### src/rtl/frac_div_ctrl.sv
// Fractional clock-divider controller: alternates INT / INT+1 periods
// from a first-order accumulator, reconfigured only on period boundaries.
module frac_div_ctrl #(
  parameter int CNT_W  = 8,
  parameter int FRAC_W = 8
) (
  input  logic              clk_in,
  input  logic              rst,
  input  logic              en,
  input  logic              cfg_valid,
  output logic              cfg_ready,
  input  logic [CNT_W-1:0]  cfg_int,
  input  logic [FRAC_W-1:0] cfg_num,
  input  logic [FRAC_W-1:0] cfg_den,
  output logic              cfg_err,
  output logic              clk_out,
  output logic              period_start,
  output logic [CNT_W:0]    cur_len
);
  localparam logic [0:0] S_IDLE = 1'b0;
  localparam logic [0:0] S_RUN  = 1'b1;

  logic [0:0]        state;
  logic              ld_vld, pd_vld;
  logic [CNT_W-1:0]  ld_int, pd_int, nx_int;
  logic [FRAC_W-1:0] ld_num, pd_num, nx_num;
  logic [FRAC_W-1:0] ld_den, pd_den, nx_den;
  logic [FRAC_W-1:0] acc, acc_nx, acc_base;
  logic [CNT_W:0]    cnt, cnt_inc, len_nx;
  logic [FRAC_W:0]   sum, diff;
  logic              legal, xfer, take;
  logic              chg, bnd, start;

  assign cfg_ready = (state == S_IDLE) || !pd_vld;
  assign xfer      = cfg_valid && cfg_ready;
  assign legal     = (cfg_int >= CNT_W'(2))
                  && (cfg_den != '0)
                  && (cfg_num < cfg_den);
  assign take      = xfer && legal;
  assign cnt_inc   = cnt + 1'b1;
  assign bnd       = (state == S_RUN) && (cnt_inc == cur_len);
  assign start     = (state == S_IDLE) && en
                  && (ld_vld || take);

  // Effective next config: same-cycle transfer, then pending, then loaded
  always_comb begin
    nx_int = ld_int;
    nx_num = ld_num;
    nx_den = ld_den;
    if (take) begin
      nx_int = cfg_int;
      nx_num = cfg_num;
      nx_den = cfg_den;
    end else if (pd_vld) begin
      nx_int = pd_int;
      nx_num = pd_num;
      nx_den = pd_den;
    end
    chg      = {nx_int, nx_num, nx_den}
            != {ld_int, ld_num, ld_den};
    acc_base = chg ? {FRAC_W{1'b0}} : acc;
    sum      = {1'b0, acc_base} + {1'b0, nx_num};
    diff     = sum - {1'b0, nx_den};
    if (sum >= {1'b0, nx_den}) begin
      len_nx = {1'b0, nx_int} + 1'b1;
      acc_nx = diff[FRAC_W-1:0];
    end else begin
      len_nx = {1'b0, nx_int};
      acc_nx = sum[FRAC_W-1:0];
    end
  end

  always_ff @(posedge clk_in) begin
    if (rst) begin
      state        <= S_IDLE;
      ld_vld       <= 1'b0;
      pd_vld       <= 1'b0;
      ld_int       <= '0;
      ld_num       <= '0;
      ld_den       <= '0;
      pd_int       <= '0;
      pd_num       <= '0;
      pd_den       <= '0;
      acc          <= '0;
      cnt          <= '0;
      cur_len      <= '0;
      clk_out      <= 1'b0;
      period_start <= 1'b0;
      cfg_err      <= 1'b0;
    end else begin
      cfg_err      <= xfer && !legal;
      period_start <= 1'b0;
      unique case (state)
        S_IDLE: begin
          if (take) begin
            ld_int <= cfg_int;
            ld_num <= cfg_num;
            ld_den <= cfg_den;
            ld_vld <= 1'b1;
          end
          if (start) begin
            state        <= S_RUN;
            cnt          <= '0;
            cur_len      <= len_nx;
            acc          <= acc_nx;
            period_start <= 1'b1;
            clk_out      <= (len_nx >> 1) != '0;
          end else if (chg) begin
            acc <= '0;
          end
        end
        S_RUN: begin
          if (bnd) begin
            ld_int <= nx_int;
            ld_num <= nx_num;
            ld_den <= nx_den;
            pd_vld <= 1'b0;
            cnt    <= '0;
            if (en) begin
              cur_len      <= len_nx;
              acc          <= acc_nx;
              period_start <= 1'b1;
              clk_out      <= (len_nx >> 1) != '0;
            end else begin
              state   <= S_IDLE;
              cur_len <= '0;
              clk_out <= 1'b0;
              if (chg) acc <= '0;
            end
          end else begin
            cnt     <= cnt_inc;
            clk_out <= cnt_inc < (cur_len >> 1);
            if (take) begin
              pd_int <= cfg_int;
              pd_num <= cfg_num;
              pd_den <= cfg_den;
              pd_vld <= 1'b1;
            end
          end
        end
        default: state <= S_IDLE;
      endcase
    end
  end
endmodule

### config.mk
export PLATFORM = sky130hd
export DESIGN_NAME = frac_div_ctrl
export DESIGN_NICKNAME = d
export VERILOG_FILES = /design/src/rtl/frac_div_ctrl.sv
export SDC_FILE = /design/constraint.sdc
export NUM_CORES = 1
export LEC_CHECK = 0
export ABC_CLOCK_PERIOD_IN_PS = 8630
export BUFFER_PORTS_ARGS = -buffer_cell sky130_fd_sc_hd__buf_2
export CORE_UTILIZATION = 45
export CTS_BUF_LIST = sky130_fd_sc_hd__clkbuf_4 sky130_fd_sc_hd__clkbuf_8 sky130_fd_sc_hd__clkbuf_16
export DETAILED_ROUTE_END_ITERATION = 8
export SLEW_MARGIN = 20
export SYNTH_ARGS = -nofsm -noshare
export SYNTH_HDL_FRONTEND = slang
export SYNTH_SLANG_ARGS = --single-unit
### constraint.sdc
create_clock -name clk_in -period 8.63 [get_ports clk_in]
set_input_delay 0.863 -clock clk_in [delete_from_list [all_inputs] [get_ports clk_in]]
set_output_delay 0.863 -clock clk_in [all_outputs]
set_load 0.005 [all_outputs]
Yosys cells after proc, flatten, opt, wreduce, memory -nomap -nowiden
Cells that the tools add are included. W data, S select, Z words.

Bits of input ports: 28. Output and inout bits: 13. Register bits after elaboration: 80.

Reduce and logical (&&, ||, !) cells: 20. $lt $le $gt $ge: 4. Muxes and demuxes: 41. $add $sub $neg: 4. Equal/unequal tests: 5. Bitwise logic cells: 2.

Operator list (number): $mux W8 (17); $pmux W8 S2 (4); $mux W9 (6); $pmux W9 S2 (2); $ne A24 B24 Y1 (1); $add A8 B1 Y9 const B (1); $add A8 B8 Y9 (1); $add A9 B1 Y9 const B (1); $eq A9 B9 Y1 (1); $ge A9 B8 Y1 (1); $lt A9 B8 Y1 (1); $mux W1 (9); $reduce_bool A9 Y1 (1); $ge A8 B2 Y1 const B (1); $logic_and A1 B1 Y1 (8); $lt A8 B8 Y1 (1); $reduce_and A2 Y1 (4); $reduce_bool A8 Y1 (1); $sub A8 B8 Y8 (1); $pmux W1 S2 (3); $ne A2 B2 Y1 const B (2); $reduce_and A3 Y1 (1); $logic_not A1 Y1 (2); $logic_or A1 B1 Y1 (2); 3 further kinds (4).

Depth between registers and ports, before layout
Gate-level depths: netlist of the first run.

Depth after elaboration: 14. Mapped depth: 30. Gate-level depth less buffers: 27.

Least setup slack after synthesis of the first run
No wires, ideal clock.

Kind: input-to-reg. Start: in cfg_den[2]. End: reg clk_out. Cell stages on the path: 28. Arrival time: 6.240 ns. Library setup time: 0.127 ns. Setup slack: 2.263 ns. Required time: 8.503 ns. Path through: inv_1 -> ha_1 -> a211o_1 -> a31oi_1 -> o211ai_2 -> nor3_2 -> or3_1 -> nand4b_2 -> nor4_4 -> and2_1 -> ha_1 -> inv_1 -> fa_1 -> nor2b_1 -> o31ai_1 -> a21oi_1 -> xor2_1 -> ha_1 -> and3_1 -> o21ai_0 -> o211ai_1 -> nor3_1 -> clkbuf_1 -> o21ai_0 -> nand3_1 -> o21ai_0 -> nor4_1 -> a21oi_1.

Longest elaborated chain between the ends: 14. Elaborated cells between the ends (all ways): 22. Those cells by class: 2 x add/sub; 2 x order compare; 2 x eq/ne; 9 x mux; 7 x reduce/logical.

Ends and longest elaborated chain: start, declared (line 14) `input logic [FRAC_W-1:0] cfg_den,`; branches (longest 14 deep; another with $add A8 B8 Y9); end signal, assigned (line 132) `clk_out <= cnt_inc < (cur_len >> 1);`; end, declared (line 16) `output logic clk_out,`.

Parallel ways; which one is timed is not known. The select of a mux whose other input is x is not followed. A chain may end at the register's enable or synchronous reset.

Final worst setup path of the first run
Ends and elaborated chain as after synthesis.

==> impl_results.md, run 1 <==
- Status: completed
- Crit path largest cell delay: a little over 0.7 ns
- Top_reg_cell synth: dfxtp_1
- Post-route ant nets: 0
- Final setup margin: 0.996 ns
- Number of setup buffers added after CTS: 0
- H-tree Lvls: 3
- Fillers: 1,321
- Util after Layout: 50.8%
- Antenna violations before repair: 0
- CTS tree: yes
- Residual DRC: 0
- Max Freq: 0.131 GHz
- Worst hold path depth: 2
- Clock Skews: between 0.005 and 0.006 ns
- Arrival time worst endpoint: 7.91 ns
- RSZ-0062 raised after global routing: no
- Total chip power: 1.32 mW
- Sequential area share after synthesis: 26.2%
- Via count of the first global-routing pass: 5,365
- Nature of the critical path startpoint: input port
- Post-synthesis simple-gate area fraction: 20.0%
- Die ar.: 0.0141 sq mm
- Top-count cell post-synth: nor2_1
- Worst hold slack: 0.492 ns
- Mapped Area: 0.00612 sq mm
- Tmin final: 7.63 ns
- Power Density: around 200 mW/mm^2
- Synth area leaders: dfxtp_1 (26%), mux2i_1 (9.2%), xnor2_1 (7.7%), ha_1 (6.5%), nor2_1 (6.1%)
- Diode count: 0
- Place WS: 0.826 ns
- Post-synthesis compound-gate area fraction: 21.3%
- Syn Nets: approximately 820
- Die Wd: 119 um
- Avg Vias per Cell: 5.77
- Slew headroom: 39.7%
- Max-cap viol count: 0
- Synthesized netlist cell count: 761
- Post-Synth Adder-Cell Area: 7.20%
- Final-report hold violation count: 0
- Syn_area_per_cell: 8.04 sq um
- Largest net degree at the start of global routing: 81
- Synth Area in XOR/XNOR: 9.16%
- Root Driver: clkbuf_16
- Crit Path Max Fanout: 18
- First-pass GRT wire length: 27.9 mm
- Core Box Area: between 0.01 and 0.015 sq mm
- TritonCTS Buffers: 9
- Hold/Removal Path Class: reg -> reg
- Total grt overflow: 0
- Max Buffers Root-to-Sink: 2
- P_leak: 2.65 nW
- Largest area contributor in the netlist: dfxtp_1
- Synthesis-stage register bit count: 80
- Critical path class: in -> reg
- Met2 Use GR: 40.6%
- Cts repair resizes: 0
- Die Span Y: roughly 120 um
- Initial Util: 46.2%
- R2R cell count: 25
- Post-synth EDFFs: 0
- Crit path required time: 8.91 ns
- DR WL/cell: 17.4 um
- Worst slew pin tran: between 0.9 and 1 ns
- Top cells by count, synth: nor2_1 (100), dfxtp_1 (80), mux2i_1 (56), xnor2_1 (54), nand2_1 (47)
- Setup Viol. Count Final: 0
- Row count: 42
- Crit end category: flop
- Portion of netlist area occupied by mux cells: 10.4%
- Synth top area share: 26.2%
- Yosys warnings: 0
- HPWL after DPL: between 10 and 15 mm
- IO Port Bufs: 40
- Final slew viol count: 0
- Peak supply drop: 0.105 mV
- Reg clk slew, reported paths: 0.06 ns
- Setup TNS Final: 0 ns
- First-pass DRT Iterations: 5
- First DRT Iteration DRCs: between 300 and 400
- Via count: 5,525
- Slowest CP cell: o31ai_1
- Total Wirelength: ~17 mm
- Latest clock arrival within the worst-skew pair: about 0.34 ns
- Post-synth ARST share: 0%
- Most Crowded Layer GR: met2
- All-layer global routing usage: 24.9%
- Largest family of logic cells by synthesized area: compound AO/OA/AOI/OAI gates
- M1 GR Usage: between 30% and 40%
- GR Util met3: between 2 and 3%
- Ports: 41
- Nets: 841
- Ratio of cells with drive above 1 in the final layout: around an eighth
- Post-CTS Hold Buffers: 0
- Distinct cells, synth: 70
- RePlAce Congestion: 0.851
- Synth-to-Final Area Change: 9.90%
- Most common cell on crit path: ha_1
- Crit share post-route: between 80% and 90%
- Clock Sink Count: 80
## state kept, by name, indices dropped and copies added (netlist names)
| register | flops |
|---|---|
| acc | 8 |
| cur_len | 9 |
| pd_int | 8 |
| ld_num | 8 |
| ld_vld | 1 |
| ld_int | 8 |
| period_start | 1 |
| cnt | 9 |
| state | 1 |
| pd_den | 8 |
| cfg_err | 1 |
| pd_num | 8 |
| clk_out | 1 |
| ld_den | 8 |
| pd_vld | 1 |
## final timing paths
path,startpoint,to,slack (ns)
max,cfg_den[2],clk_out$_SDFFE_PP0P_,1.0
max reg2reg,state$_SDFF_PP0_,clk_out$_SDFFE_PP0P_,1.79
min,acc[4]$_SDFFE_PP0P_,acc[4]$_SDFFE_PP0P_,0.49
min reg2reg,acc[4]$_SDFFE_PP0P_,acc[4]$_SDFFE_PP0P_,0.49
## cell type report
| cell class | count | area (sq um) | share of cell area [%] |
|---|---|---|---|
| multi-input combinational | 597 | 4170 | 62.0 |
| sequential | 80 | 1600 | 23.8 |
| timing repair buffer | 48 | 260 | 3.87 |
| clock buffer | 10 | 239 | 3.55 |
| inverter | 43 | 161 | 2.40 |
| clock inverter | 4 | 70.1 | 1.04 |
| tap | 176 | 220 | 3.28 |
## metrics by stage
| stage | cells | cell area, sq um |
|---|---|---|
| 5_1_grt | 958 | 6720 |
| 2_1_floorplan | 761 | 6120 |
| 4_1_cts | 958 | 6720 |
| 6_report | 958 | 6720 |
| 3_5_place_dp | 944 | 6410 |
| 3_3_place_gp | 944 | 6410 |
## per-layer routing
| metal | vias to the layer above | part of all wire [%] |
|---|---|---|
| li1 | 2758 | - |
| met1 | 2594 | 46 |
| met2 | 134 | 46 |
| met3 | 39 | 4.2 |
| met4 | 0 | 3.5 |
| met5 | - | 0 |
## power breakdown
group          switching [mW]  internal (mW)
registers              0.0344          0.401
clock network           0.157          0.257
logic                   0.279          0.187
total                   0.470          0.845
## kinds of logic (layout without fill, tap and decap cells)
family,Yosys count,in the layout
buf+inv,84,105
mux,63,63
simple gates,249,249
flops,80,80
xor+xnor,64,64
fa+ha+maj,34,34
compound gates,187,187
## worst max-delay path: cells and delay by family
| kind | cells | cell delay (ns) |
|---|---|---|
| fa+ha+maj | 4 | 1.18 |
| simple gates | 7 | 1.67 |
| buf+inv | 3 | 0.27 |
| compound gates | 13 | 3.67 |
| xor+xnor | 1 | 0.22 |
## placed cells by master, fill, tap and decap left out, types with 7 or more instances in the layout
master / instances
nor3_1: 15
buf_4: 8
o21ai_0: 44
and2_1: 12
nor4_1: 9
nand4_1: 12
a21oi_1: 46
xor2_1: 10
buf_2: 40
nand3_1: 12
nand2_1: 47
clkbuf_16: 9
a211oi_1: 21
a21o_1: 7
a22oi_1: 10
ha_1: 32
dfxtp_1: 80
xnor2_1: 54
mux2_2: 7
inv_1: 42
nand2b_1: 9
nor2_1: 100
mux2i_1: 56
Power figures use the tool's default switching activity.
==> run 2: changes to the inputs <==
Settings changed: ABC_AREA set to 1, BUFFER_PORTS_ARGS -buffer_cell sky130_fd_sc_hd__buf_2 to -buffer_cell sky130_fd_sc_hd__clkbuf_2.
==> run 2 against run 1 <==
Against the previous run: wire length is 4.7% lower; hold slack worse by 0.030 ns; global-route usage hardly changed; clock skew is 0.0017 ns higher; die area is 2.2% lower; register-to-register slack better by 0.83 ns.
==> impl_results.md, run 2 <==
- Power Density: 201 mW/mm^2 (+3.0%)
- Mapped Area: 0.00598 sq mm (-2.2%)
- Reg clk slew, reported paths: 0.06 ns (about the same)
- Synthesized netlist cell count: 937 (+23%)
- RSZ-0062 raised after global routing: no
- H-tree Lvls: 3 (unchanged)
- Diode count: 0 (unchanged)
- Commonest non-fill, non-tap cell in the layout: nand2_1
- Synth top area share: 26.8% (+0.60 points)
- Number of setup buffers added after CTS: 0 (unchanged)
- Ports: 41 (unchanged)
- First DRT Iteration DRCs: 390 (+2.6%)
- Final-report hold violation count: 0 (unchanged)
- Biggest regs: cnt x9, cur_len x9
- Antenna violations before repair: 0 (unchanged)
- Ratio of cells with drive above 1 in the final layout: 13.2% (+1.4 points)
- Max Buffers Root-to-Sink: 2 (unchanged)
- Syn Nets: 999 (+21%)
- Most common cell on crit path: nand2_1
- Clock Skews: 0.00676 ns (+0.00167 ns)
- Post-synth EDFFs: 0 (unchanged)
- Die ar.: 0.0138 sq mm (-2.2%)
- Syn_area_per_cell: 6.38 sq um (-21%)
- Die Span Y: 117 um (-1.1%)
- Total chip power: 1.31 mW (-0.14%)
- Nets: 1,019 (+21%)
- Worst slew pin tran: 1.02 ns (+0.111 ns)
- Synth-to-Final Area Change: 9.00%
- Residual DRC: 0 (unchanged)
- Synth area leaders: dfxtp_1 (27%), nand2_1 (19%), o21ai_0 (7.3%), ha_1 (6.7%), inv_1 (6.5%)
- P_leak: 3.10 nW (+17%)
- Post-synth ARST share: 0% (unchanged)
- DP Area: 0.00622 sq mm (-3.0%)
- Crit end category: flop
- Nature of the critical path startpoint: input port
- Latest clock arrival within the worst-skew pair: 0.35 ns (about the same)
- Row count: 41 (-2.4%)
- Hold/Removal Path Class: reg -> reg
- Crit path required time: 8.87 ns (-0.04 ns)
- HPWL after DPL: 11.6 mm (-4.6%)
- Crit share post-route: 78.6% (-9.9 points)
- Cts repair resizes: 0 (unchanged)
- Total Wirelength: 15.9 mm (-4.7%)
- Slowest CP cell: nand3_4
- Arrival time worst endpoint: 7.03 ns (-0.88 ns)
- Peak supply drop: 0.136 mV (+30%)
- Largest net degree at the start of global routing: 48 (-41%)
- Crit path largest cell delay: 0.47 ns (-0.25 ns)
- Slew headroom: 31.9% (-7.8 points)
- First-pass GRT wire length: 26.0 mm (-6.8%)
- Critical path class: in -> reg
- Crit Path Max Fanout: 45 (+27)
- Yosys warnings: 0 (unchanged)
- Top_reg_cell synth: dfxtp_1
- First-pass DRT Iterations: 5 (unchanged)
- Post-route ant nets: 0 (unchanged)
- Via count: 5,650 (+2.3%)
- CTS tree: yes
- Setup Viol. Count Final: 0 (unchanged)
- Tmin final: 6.78 ns (-0.850 ns)
- Status: completed
- Total grt overflow: 0 (unchanged)
- Root Driver: clkbuf_16
- Final instance area: 0.00652 sq mm (-3.1%)
- Die Wd: 117 um (-1.1%)
- Commonest cells after routing, fill and taps aside: nand2_1 (302), inv_1 (103), o21ai_0 (87), dfxtp_1 (80), a21oi_1 (72)
- Top-count cell post-synth: nand2_1
- Distinct cells, synth: 45 (-36%)
- Max Freq: 0.147 GHz (+13%)
- Clock Sink Count: 80 (unchanged)
- Final slew viol count: 0 (unchanged)
- Synthesis-stage register bit count: 80 (unchanged)
- Largest area contributor in the netlist: dfxtp_1
- RePlAce Congestion: 0.883 (+3.7%)
- Via count of the first global-routing pass: 5,039 (-6.1%)
- Post-CTS Hold Buffers: 0 (unchanged)
- DR WL/cell: 14.0 um (-19%)
- TritonCTS Buffers: 9 (unchanged)
- Sequential area share after synthesis: 26.8% (+0.60 points)
- IO Port Bufs: 40 (unchanged)
- Setup TNS Final: 0 ns (unchanged)
- Initial Util: 46.8% (+0.62 points)
- Top cells by count, synth: nand2_1 (302), inv_1 (104), o21ai_0 (87), dfxtp_1 (80), a21oi_1 (72)
- All-layer global routing usage: 24.9% (about the same)
- Max-cap viol count: 0 (unchanged)
- Core Box Area: 0.0128 sq mm (-3.5%)
- Avg Vias per Cell: 4.98 (-14%)
run 2: cell families after synthesis:
family	share of synthesized area, %
compound gates	18.2
xor+xnor	4.06
fa+ha+maj	7.36
buf+inv	10.7
flops	26.8
mux	0.167
simple gates	32.7
run 2: layer usage:
metal	global-route usage (%)	wire [um]	share of wire [%]	up-vias
met3	3.71	593	3.7	13
met4	5.91	168	1.1	0
met1	36.0	8090	51	2489
met5	0	0	0	-
li1	-	-	-	3049
met2	38.8	7080	44	99
run 2: worst max-delay path: cells and delay by family:
kind                     cells  cell delay, ns
AND/OR/NAND/NOR             25            3.01
buffers and inverters        6            1.09
AO/OA/AOI/OAI                7            0.94
adder cells (fa/ha/maj)      3            0.90
XOR/XNOR                     1            0.20
run 2: worst paths after layout:
kind / start / end / slack (ns) / depth (start not counted)
setup / recovery: cfg_den[7] / clk_out$_SDFFE_PP0P_ / 1.85 / 42
hold reg to reg: pd_num[7]$_SDFFE_PP0P_ / pd_num[7]$_SDFFE_PP0P_ / 0.46 / 2
hold / removal: pd_num[7]$_SDFFE_PP0P_ / pd_num[7]$_SDFFE_PP0P_ / 0.46 / 2
setup reg to reg: state$_SDFF_PP0_ / clk_out$_SDFFE_PP0P_ / 2.62 / 39
run 2: power by group:
part           total (mW)  internal [mW]  switching [mW]
combinational       0.503          0.168           0.335
clock               0.384          0.225           0.159
sequential          0.426          0.406          0.0199
run 2: final cells by class:
class                      instances  area [sq um]
clock inverter                     2          12.5
fill                            1343          6250
multi-input combinational        705          3740
sequential                        80          1600
timing repair buffer              44           230
tap                              172           215
clock buffer                      14           282
inverter                         117           440
run 2: per-stage QoR:
stage | worst slack (ns) | util (%) | std cells | hold WS (ns)
after detailed placement | 1.49 | 48.7 | 1118 | 0.455
after floorplan | 2.95 | - | 937 | 0.436
after global placement | 1.62 | 48.7 | 1118 | 0.448
after CTS | 1.85 | 51.0 | 1134 | 0.464
after global routing | 1.09 | 51.0 | 1134 | 0.482
final | 1.85 | 51.0 | 1134 | 0.462
==> run 3: changes to the inputs <==
Settings changed: ABC_CLOCK_PERIOD_IN_PS 8630 to 5750.
Clock period 8.63 ns to 5.75 ns, I/O delays scaled along.
==> run 3 against run 2 <==
Against the previous run: utilization increased by 5.7 points; clock power grew 80%; combinational power is 80% higher; final cell count increased by 4.9%; critical path type unchanged; highest routed layer unchanged.
==> impl_results.md, run 3 (synthesized netlist as in run 2, its figures left out) <==
- Status: completed
- P_leak: 3.46 nW (+12%)
- DR WL/cell: 14.2 um (+1.3%)
- Worst hold slack: 0.458 ns (-0.00411 ns)
- Post-route ant nets: 0 (unchanged)
- Max-cap viol count: 0 (unchanged)
- Internal power: 1.42 mW (+78%)
- Slowest CP cell: fa_1
- Clock Sink Count: 80 (unchanged)
- Placed cell count: 1,160 (+3.8%)
- Via count: 6,065 (+7.3%)
- Crit Path Max Fanout: 7 (-84%)
- Critical path class: in -> reg
- Ports: 41 (unchanged)
- R2R cell count: 41 (+5.1%)
- Reg clk slew, reported paths: 0.06 ns (about the same)
- Setup TNS Final: 0 ns (unchanged)
- Reg-to-reg startpoint: state$_SDFF_PP0_
- Diode count: 0 (unchanged)
- Clock Skews: 0.00650 ns (-0.000261 ns)
- All-layer global routing usage: 25.8% (+0.84 points)
- First-pass GRT wire length: 26.8 mm (+3.0%)
- Family with the most delay on the worst path: simple AND/OR/NAND/NOR gates
- First-pass DRT Iterations: 5 (unchanged)
- Slew headroom: 50.8% (+19 points)
- Commonest cells after routing, fill and taps aside: nand2_1 (298), inv_1 (102), o21ai_0 (86), dfxtp_1 (80), a21oi_1 (67)
- Crit end category: flop
- Total grt overflow: 0 (unchanged)
- Register share of total power: 28.6% (-3.8 points)
- Latest clock arrival within the worst-skew pair: 0.35 ns (about the same)
- GR Util met3: 4.84% (+1.1 points)
- Max Buffers Root-to-Sink: 2 (unchanged)
- Most common cell on crit path: nand2_1
- Tmin final: 5.32 ns
- Nets: 1,075 (+5.5%)
- Root Driver: clkbuf_16
- Via count of the first global-routing pass: 5,328 (+5.7%)
- Setup Viol. Count Final: 0 (unchanged)
- Arrival time worst endpoint: 5.55 ns (-1.48 ns)
- Final setup margin: 0.434 ns (-1.41 ns)
- Power Density: 309 mW/mm^2 (+53%)
- Worst hold start: ld_vld$_SDFFE_PP0P_
- Die Wd: 117 um (unchanged)
- Post-CTS Hold Buffers: 0 (unchanged)
- Non-Filler Instances: 1,190 (+4.9%)
- Largest net degree at the start of global routing: 48 (unchanged)
- Commonest non-fill, non-tap cell in the layout: nand2_1
- Total Wirelength: 16.9 mm (+6.3%)
- FF/Latch Area: 0.00160 sq mm (unchanged)
- CTS tree: yes
- Net Sw Power: 0.817 mW (+59%)
- Critical path buffers and inverters: 8 (+2)
- Die Span Y: 117 um (unchanged)
- Biggest regs: cnt x9, cur_len x9
- IO Port Bufs: 40 (unchanged)
- Fillers: 1,265 (-5.8%)
- Peak supply drop: 0.167 mV (+23%)
- Ratio of cells with drive above 1 in the final layout: 20.8% (+7.6 points)
- H-tree Lvls: 3 (unchanged)
- Hold/Removal Path Class: reg -> reg
- M1 GR Usage: 35.0% (-0.94 points)
- Max Freq: between 0.15 and 0.2 GHz
- Initial Util: 46.8% (unchanged)
- Final-report hold violation count: 0 (unchanged)
- Area of the multi-input gates: 0.00391 sq mm (+4.6%)
- R2r endpoint: clk_out$_SDFFE_PP0P_
- Crit path required time: 5.98 ns (-2.89 ns)
- Total chip power: 2.24 mW (+70%)
- Reg2reg setup slack: 0.77 ns (-1.85 ns)
- Final slew viol count: 0 (unchanged)
- Clock power share: 30.9% (+1.7 points)
- Switching Share: 36.5% (-2.6 points)
- Crit path largest cell delay: 0.39 ns (-0.08 ns)
- Row count: 41 (unchanged)
- Core Box Area: 0.0128 sq mm (unchanged)
- First DRT Iteration DRCs: 316 (-19%)
- Synth-to-Final Area Change: 21.2%
- Worst slew pin tran: 0.737 ns (-0.279 ns)
- Combinational group share of total power: 40.5% (+2.2 points)
- Die ar.: 0.0138 sq mm (unchanged)
- Antenna violations before repair: 0 (unchanged)
- Avg Vias per Cell: 5.10 (+2.3%)
- Residual DRC: 0 (unchanged)
- RePlAce Congestion: 0.812 (-8.0%)
- HPWL after DPL: 12.0 mm (+3.4%)
- Worst hold path depth: 2 (unchanged)
- Place WS: -0.0764 ns (-1.56 ns)
- TritonCTS Buffers: 9 (unchanged)
- Nature of the critical path startpoint: input port
- Met2 Use GR: 42.2% (+3.4 points)
- Most Crowded Layer GR: met2
- Min-Delay Endpoint: ld_vld$_SDFFE_PP0P_
- Crit share post-route: 92.5%
==> run 3: cell type report <==
type	instances	area share, %
multi-input combinational	706	53.9
inverter	117	6.15
clock inverter	4	1.36
tap	172	2.97
timing repair buffer	99	9.89
clock buffer	12	3.59
sequential	80	22.1
==> run 3: worst reg2reg max path, delay by kind of cell (launching register included) <==
| kind | cells | cell delay, ns |
|---|---|---|
| AO/OA/AOI/OAI | 2 | 0.18 |
| adder cells (fa/ha/maj) | 3 | 0.88 |
| XOR/XNOR | 1 | 0.19 |
| flip-flops | 1 | 0.32 |
| AND/OR/NAND/NOR | 26 | 2.33 |
| buffers and inverters | 9 | 0.98 |
==> run 3: metrics by stage <==
stage,instance area [sq um],utilization [%]
finish,7250,56.7
global route,7250,56.7
floorplan,5980,-
detailed placement,6550,51.3
global placement,6550,51.3
CTS,6910,54.1
==> run 3: worst max path at each step <==
stage | slack (ns) | depth (start not counted) | end | startpoint
floorplan | 0.36 | 39 | clk_out$_SDFFE_PP0P_ | cfg_den[7]
global placement | 0.03 | 40 | clk_out$_SDFFE_PP0P_ | cfg_den[7]
detailed placement | -0.08 | 44 | clk_out$_SDFFE_PP0P_ | cfg_den[7]
CTS | 0.26 | 44 | clk_out$_SDFFE_PP0P_ | cfg_den[7]
global route | -0.08 | 44 | clk_out$_SDFFE_PP0P_ | cfg_den[4]
finish | 0.43 | 42 | clk_out$_SDFFE_PP0P_ | cfg_den[3]
==> run 3: power groups by stage <==
stage	combinational [mW]	clock (mW)	sequential [mW]
2_1_floorplan	0.583	0	0.645
3_3_place_gp	0.836	0	0.651
3_5_place_dp	0.835	0	0.651
4_1_cts	0.841	0.705	0.639
5_1_grt	1.02	0.729	0.646
6_report	0.907	0.692	0.639
==> run 3: repair_timing <==
item / in CTS / in global routing
buffers inserted: 0 / 10
resized for setup: 0 / 45
endpoints found under the setup margin: 0 / 5
==> run 3: per-layer routing <==
layer | part of all wire, % | routed length, um
met4 | 1.5 | 250
met5 | 0 | 0
met1 | 48 | 8130
met3 | 4.4 | 738
met2 | 46 | 7810
